<file path="config.mk">
export PLATFORM = sky130hd
export DESIGN_NAME = universal_shift_reg
export DESIGN_NICKNAME = d
export VERILOG_FILES = /design/src/rtl/usr_pkg.sv /design/src/rtl/usr_step_logic.sv /design/src/rtl/universal_shift_reg.sv
export SDC_FILE = /design/constraint.sdc
export NUM_CORES = 1
export LEC_CHECK = 0
export CAP_MARGIN = 0
export CORE_ASPECT_RATIO = 1.25
export CORE_MARGIN = 2
export CORE_UTILIZATION = 47
export DETAILED_ROUTE_END_ITERATION = 10
export MAX_ROUTING_LAYER = met4
export PLACE_DENSITY = 0.87
export REMOVE_ABC_BUFFERS = 1
export SYNTH_ARGS = -nofsm -noshare
export SYNTH_HDL_FRONTEND = slang
export SYNTH_SLANG_ARGS = --single-unit
</file>
<file path="constraint.sdc">
create_clock -name clk -period 1.7 [get_ports clk]
set_input_delay 0.255 -clock clk [delete_from_list [all_inputs] [get_ports clk]]
set_output_delay 0.255 -clock clk [all_outputs]
set_load 0.02 [all_outputs]
</file>
<file path="src/rtl/usr_pkg.sv">
// Shared definitions for universal_shift_reg.
//   - MODE_* : shift mode encodings carried on the 3-bit mode input
//   - state_t: sequencer states (IDLE, SHIFT, DONE)
package usr_pkg;
  localparam logic [2:0] MODE_HOLD = 3'd0;
  localparam logic [2:0] MODE_SRL  = 3'd1;
  localparam logic [2:0] MODE_SLL  = 3'd2;
  localparam logic [2:0] MODE_ROR  = 3'd3;
  localparam logic [2:0] MODE_ROL  = 3'd4;
  localparam logic [2:0] MODE_SRA  = 3'd5;

  typedef enum logic [1:0] {
    IDLE  = 2'd0,
    SHIFT = 2'd1,
    DONE  = 2'd2
  } state_t;
endpackage

</file>
<file path="src/rtl/usr_step_logic.sv">
// Combinational single-bit shift step.
//   q         : current register contents
//   mode      : latched shift mode
//   serial_in : fill bit for SRL/SLL
//   q_next    : register contents after one step
//   out_bit   : bit shifted/rotated out this step
//   out_vld   : 1 when the step moves a bit out (0 for HOLD/reserved modes,
//               so the caller keeps serial_out unchanged)
module usr_step_logic
  import usr_pkg::*;
#(
  parameter int WIDTH = 8
) (
  input  logic [WIDTH-1:0] q,
  input  logic [2:0]       mode,
  input  logic             serial_in,
  output logic [WIDTH-1:0] q_next,
  output logic             out_bit,
  output logic             out_vld
);
  always_comb begin
    q_next  = q;
    out_bit = 1'b0;
    out_vld = 1'b0;
    case (mode)
      MODE_SRL: begin
        q_next  = {serial_in, q[WIDTH-1:1]};
        out_bit = q[0];
        out_vld = 1'b1;
      end
      MODE_SLL: begin
        q_next  = {q[WIDTH-2:0], serial_in};
        out_bit = q[WIDTH-1];
        out_vld = 1'b1;
      end
      MODE_ROR: begin
        q_next  = {q[0], q[WIDTH-1:1]};
        out_bit = q[0];
        out_vld = 1'b1;
      end
      MODE_ROL: begin
        q_next  = {q[WIDTH-2:0], q[WIDTH-1]};
        out_bit = q[WIDTH-1];
        out_vld = 1'b1;
      end
      MODE_SRA: begin
        q_next  = {q[WIDTH-1], q[WIDTH-1:1]};
        out_bit = q[0];
        out_vld = 1'b1;
      end
      default: ; // HOLD and reserved encodings leave everything as is
    endcase
  end
endmodule

</file>
<file path="src/rtl/universal_shift_reg.sv">
// WIDTH-bit universal shift register with parallel load, serial in/out and
// a multi-cycle "shift by N" sequencer (one bit position per clock).
//   clk, reset  : clock, synchronous active-high reset
//   load_en/val : parallel load (IDLE only, wins over start)
//   mode/amount : operation, sampled on start
//   serial_in   : fill bit for SRL/SLL, sampled on every shift edge
//   start       : begin an operation (IDLE only)
//   q           : register contents
//   serial_out  : last bit shifted/rotated out (registered)
//   busy / done : in SHIFT / one-cycle completion pulse
// Optional: define USR_PARITY_EN to add a registered even-parity output
// `parity` tracking q.
module universal_shift_reg
  import usr_pkg::*;
#(
  parameter int WIDTH = 8,
  parameter int CNT_W = 4
) (
  input  logic             clk,
  input  logic             reset,
  input  logic             load_en,
  input  logic [WIDTH-1:0] load_val,
  input  logic [2:0]       mode,
  input  logic [CNT_W-1:0] amount,
  input  logic             serial_in,
  input  logic             start,
  output logic [WIDTH-1:0] q,
  output logic             serial_out,
  output logic             busy,
  output logic             done
`ifdef USR_PARITY_EN
  ,
  output logic             parity
`endif
);
  state_t           state;
  logic [2:0]       mode_q;
  logic [CNT_W-1:0] rem;
  logic [WIDTH-1:0] q_next;
  logic             out_bit;
  logic             out_vld;

  usr_step_logic #(.WIDTH(WIDTH)) u_step (
    .q        (q),
    .mode     (mode_q),
    .serial_in(serial_in),
    .q_next   (q_next),
    .out_bit  (out_bit),
    .out_vld  (out_vld)
  );

  assign busy = (state == SHIFT);
  assign done = (state == DONE);

  always_ff @(posedge clk) begin
    if (reset) begin
      state      <= IDLE;
      q          <= '0;
      serial_out <= 1'b0;
      mode_q     <= MODE_HOLD;
      rem        <= '0;
    end else begin
      case (state)
        IDLE: begin
          if (load_en) begin
            q <= load_val;
          end else if (start) begin
            mode_q <= mode;
            rem    <= amount;
            state  <= (amount == '0) ? DONE : SHIFT;
          end
        end
        SHIFT: begin
          q   <= q_next;
          rem <= rem - 1'b1;
          if (out_vld) serial_out <= out_bit;
          if (rem == CNT_W'(1)) state <= DONE;
        end
        DONE:    state <= IDLE;
        default: state <= IDLE;
      endcase
    end
  end

`ifdef USR_PARITY_EN
  // Parity follows every q write so it always matches the registered q.
  always_ff @(posedge clk) begin
    if (reset)                        parity <= 1'b0;
    else if (state == IDLE && load_en) parity <= ^load_val;
    else if (state == SHIFT)           parity <= ^q_next;
  end
`endif
endmodule
</file>
Word level (Yosys, flattened, before mapping)
Cells that the tools add are included.

word-level totals
  register bits after elaboration = 18
  bits in latches = 0
  RAM bits = 0
  memory bits (read-only) = 0
  input bits = 20
  output and inout bits = 11
  word-level logic and storage cells = 48
  memories = 0

cells by class
  $add $sub $neg = 1
  multiply operators = 0
  divide/modulo/power cells = 0
  magnitude comparators = 0
  equal/unequal tests = 15
  shift operators = 0
  muxes and demuxes = 13
  bitwise logic cells = 1
  reduce and logical (&&, ||, !) cells = 12

operator list
  kind                                                  count
  one-hot mux 8 bit (5 select lines)                    1
  one-hot mux 8 bit (2 select lines)                    1
  AND reduction 3 bit                                   4
  two-way mux 2 bit                                     4
  two-way mux 4 bit                                     2
  two-way mux 8 bit                                     1
  != test 2 bit (second input constant)                 4
  one-hot mux 4 bit (2 select lines)                    1
  equality test 3 x 2 -> 1 bit (second input constant)  2
  equality test 3 bit (second input constant)           2
  != test 6 x 1 -> 1 bit (second input constant)        1
  != test 5 x 1 -> 1 bit (second input constant)        1
  OR reduction 5 bit                                    1
  equality test 4 x 1 -> 1 bit (second input constant)  1
  zero test 4 bit                                       1
  one-hot mux 2 bit (2 select lines)                    1
  AND reduction 4 bit                                   1
  subtractor 4 x 1 -> 4 bit (second input constant)     1
  equality test 3 x 1 -> 1 bit (second input constant)  1
  OR reduction 3 bit                                    1
  equality test 2 x 1 -> 1 bit (second input constant)  1
  equality test 2 bit (second input constant)           1
  zero test 2 bit                                       1
  != test 2 x 1 -> 1 bit (second input constant)        1
  6 further kinds                                       6

Logic depth before layout (Yosys ltp)
  depth after elaboration = 5
  depth in mapped cells = 7
  gate-level depth less buffers = 5

Modules after synthesis
A second synthesis with hierarchy kept.

unflattened totals
  cell total of the unflattened synthesis = 185
  area, all modules = 1405.1 um^2

by module, submodules not included
  module               times used  cells an instance  area an instance (um^2)  seq. area each (um^2)
  universal_shift_reg  1           110                917.1                    360.3
  usr_step_logic       1           75                 488.0                    0.0

Worst setup path after synthesis
Ideal clock, no wire load.

  path type = register to register
  start = register state[1]
  end = register q[6]
  setup time = 117 ps
  arrival time = 1406 ps
  data required time = 1583 ps
  path slack = 176 ps
  stages on the path, launching flop included = 7
  buffers on the path = 2
  clock period less this slack = 1524 ps
  cells stage by stage = dfxtp_1 > buf_6 > nand2b_4 > o32a_1 > and2_4 > buf_6 > a32o_1

between the ends
  word-level cells in the longest chain between the ends = 3
  elaborated cells between the ends (all ways) = 7
  classes of those cells = eq/ne: 3; mux: 1; reduce/logical: 3

ends and longest elaborated chain
  element                                                                 RTL line                   text
  start, declared                                                         universal_shift_reg.sv:36  state_t state;
  start signal, assigned                                                  universal_shift_reg.sv:70  state <= (amount == '0) ? DONE : SHIFT;
  equality test 2 x 1 -> 1 bit / zero test 2 bit (equally long branches)  universal_shift_reg.sv:63  case (state)
  != test 6 x 1 -> 1 bit (no source line), or another cell as far along   n/a
  AND reduction 3 bit (no source line)                                    n/a
  end signal, assigned                                                    universal_shift_reg.sv:66  q <= load_val;
  end signal, assigned                                                    universal_shift_reg.sv:74  q <= q_next;
  end, declared                                                           universal_shift_reg.sv:27  output logic [WIDTH-1:0] q,

Several ways; a longest one is shown, not always the timed one.
A chain may end at the register's enable or synchronous reset.

Worst setup path after layout
  start = register q[0]
  end = output port q[0]

No word-level cell between the ends.

==> metrics <==
CTS Hold Bufs 0; final wirelength 2812 µm; syn avg cell area 8.357 µm²; RSZ-0062 raised after global routing no; Initial DRC Count 29; Final setup viols 0; TritonCTS clock tree done; register area share after synthesis 0.3218; pwr dens 723.4 nW/µm²; DRC errors left 0; count of cell types in the netlist 42; Slew Limit Fails 0; final hold violation count 0; antenna-violating nets left 0; CTS root buffer clkbuf_4; Max clock buf depth 2; # diodes 0; Die W 47.66 µm; total CTS buffers 3; drt pass-1 iters 4; Overflow after GRT 0; H-Tree Level Count 1; Core Util, Final 0.6685; initial antenna violation count 0; clk slew on worst S/H paths 0.10 ns; num ports 31; first-pass GRT wire length 4747 µm; Max-Cap Viols 0; fraction of layout instances using a drive strength above 1 0.1138; final setup margin 0.09426 ns; Pleak 0.5869 nW; Worst Path Required 1.44 ns; Placer Congestion around 0.83; vias about 1200; fin crit share 0.9446; CP max stage delay 0.63 ns; CP Capture Type output port; # clock sinks 18; Worst-Skew Late Latency roughly 0.29 ns; number of vias per cell 5.848; Bufs and invs on worst path 1; Final #Nets ~190; min cycle time layout about 1.6 ns; vias in the first global route roughly 1200; Total GRT Usage 0.2377; synthesized flop and latch total 18; CP Cell Sequence clkdlybuf4s50_1; cell family with the largest share of critical-path delay buffers and inverters; fin area 1494 µm²; worst slack at placement -0.1412 ns; slowest CP cell clkdlybuf4s50_1; CORE AREA 2235 µm²; crit start category flop; Arrival @ worst endpoint 1.35 ns; area added between synthesis and finish 33.41%; Worst slew margin 0.7035; DP Wirelength 2236 µm; wire length per cell 14.20 µm; worst hold-check path type flop to flop; Post-CTS Setup Bufs 0; row count 19; largest net degree at the start of global routing 20; Die H 58.58 µm; top_reg_cell synth dfxtp_1; VDD IR max 0.0004772 V; I/O Buffers 30; CP max FO 5; worst-margin pin slew 0.4336 ns; Post-synth EDFFs 0; cell area after synthesis 1120 µm²; Placed Area 1474 µm²; die area 2792 µm²; Layout Skew 0.002711 ns; Setup CP Type flop to output port; run status complete, no violations; Peak Freq 622.8 MHz; Initial Utilization 0.5011; post_cts resized 2; Yosys Warn Count 0; fraction of registers with async set/reset 0; cells after synthesis about 130
==> worst paths after layout <==
path	depth (start not counted)	to	from	slack (ns)
worst max-delay path	1	q[0]	q[0]	0.09
worst min register to register	2	rem[3]	rem[3]	0.49
worst max register to register	4	q[3]	mode_q[2]	0.18
worst min-delay path	2	rem[3]	rem[3]	0.49
==> cells in the final DEF, fill, tap and decap left out, types with 4 or more instances in the layout <==
master,count
nand2b_1,8
a211oi_1,7
buf_4,10
a21oi_1,7
nor2_1,18
nor3_1,4
clkdlybuf4s50_1,28
a32o_1,7
nand2_1,4
inv_1,7
mux2i_1,9
dfxtp_1,18
==> metal layers <==
metal | share of wire | track usage | up-vias
li1 | - | - | 555
met1 | 0.39 | 0.2572 | 539
met5 | 0 | - | -
met2 | 0.54 | 0.4189 | 58
met3 | 0.060 | 0.03681 | 6
met4 | 0.012 | 0.08880 | 0
==> cells by family (layout without fill, tap and decap cells) <==
group / count (synthesis) / after routing / share of synthesized area
buffers and inverters: 18 / 51 / 0.08044
AO/OA/AOI/OAI: 39 / 39 / 0.2626
XOR/XNOR: 2 / 2 / 0.01565
AND/OR/NAND/NOR: 46 / 46 / 0.2168
flip-flops: 18 / 18 / 0.3218
adder cells (fa/ha/maj): 2 / 2 / 0.02234
multiplexers: 9 / 9 / 0.08045
==> area by class of cell <==
cell class,instances,area [µm²]
timing repair buffer,40,372.9
fill,218,740.7
clock buffer,3,22.52
tap,31,38.79
sequential,18,360.3
multi-input combinational,98,669.4
inverter,8,30.03
==> report_power, final <==
| group | switching [W] | leakage [nW] | internal [W] |
|---|---|---|---|
| logic | 0.000180 | 0.425 | 0.000188 |
| registers | 0.0000408 | 0.148 | 0.000460 |
| clock network | 0.000130 | 0.0138 | 0.0000824 |
==> state kept, by name, indices dropped and copies added, names as in the netlist <==
signal      count
rem             4
state           2
q               8
serial_out      1
mode_q          3
==> synthesized netlist by cell type (2+ instances only) <==
cell,count,area [µm²]
o21a_1,2,15.01
nand2b_1,8,50.05
nor2_1,18,67.56
nor2b_1,2,12.51
nand2_1,4,15.01
buf_2,2,10.01
nor3_1,4,20.02
o21ai_0,3,15.01
inv_1,7,26.28
buf_6,2,22.52
ha_1,2,25.02
xor2_1,2,17.52
a211oi_1,7,52.55
a32o_1,7,70.07
a21oi_1,7,35.03
clkbuf_1,4,15.01
a21o_1,2,15.01
dfxtp_1,18,360.4
o221ai_1,2,17.52
mux2i_1,9,90.09
==> per-stage QoR <==
step | std cells | total power (W) | hold WS (ns) | TNS, ns
floorplan | 124 | 0.0007104 | 0.3241 | 0
global placement | 195 | 0.0008621 | 0.4688 | 0
detailed placement | 195 | 0.0008783 | 0.4838 | -0.1412
CTS | 198 | 0.001083 | 0.4975 | 0
global route | 198 | 0.001146 | 0.5299 | 0
finish | 198 | 0.001081 | 0.4943 | 0
Power figures use the tool's default switching activity.
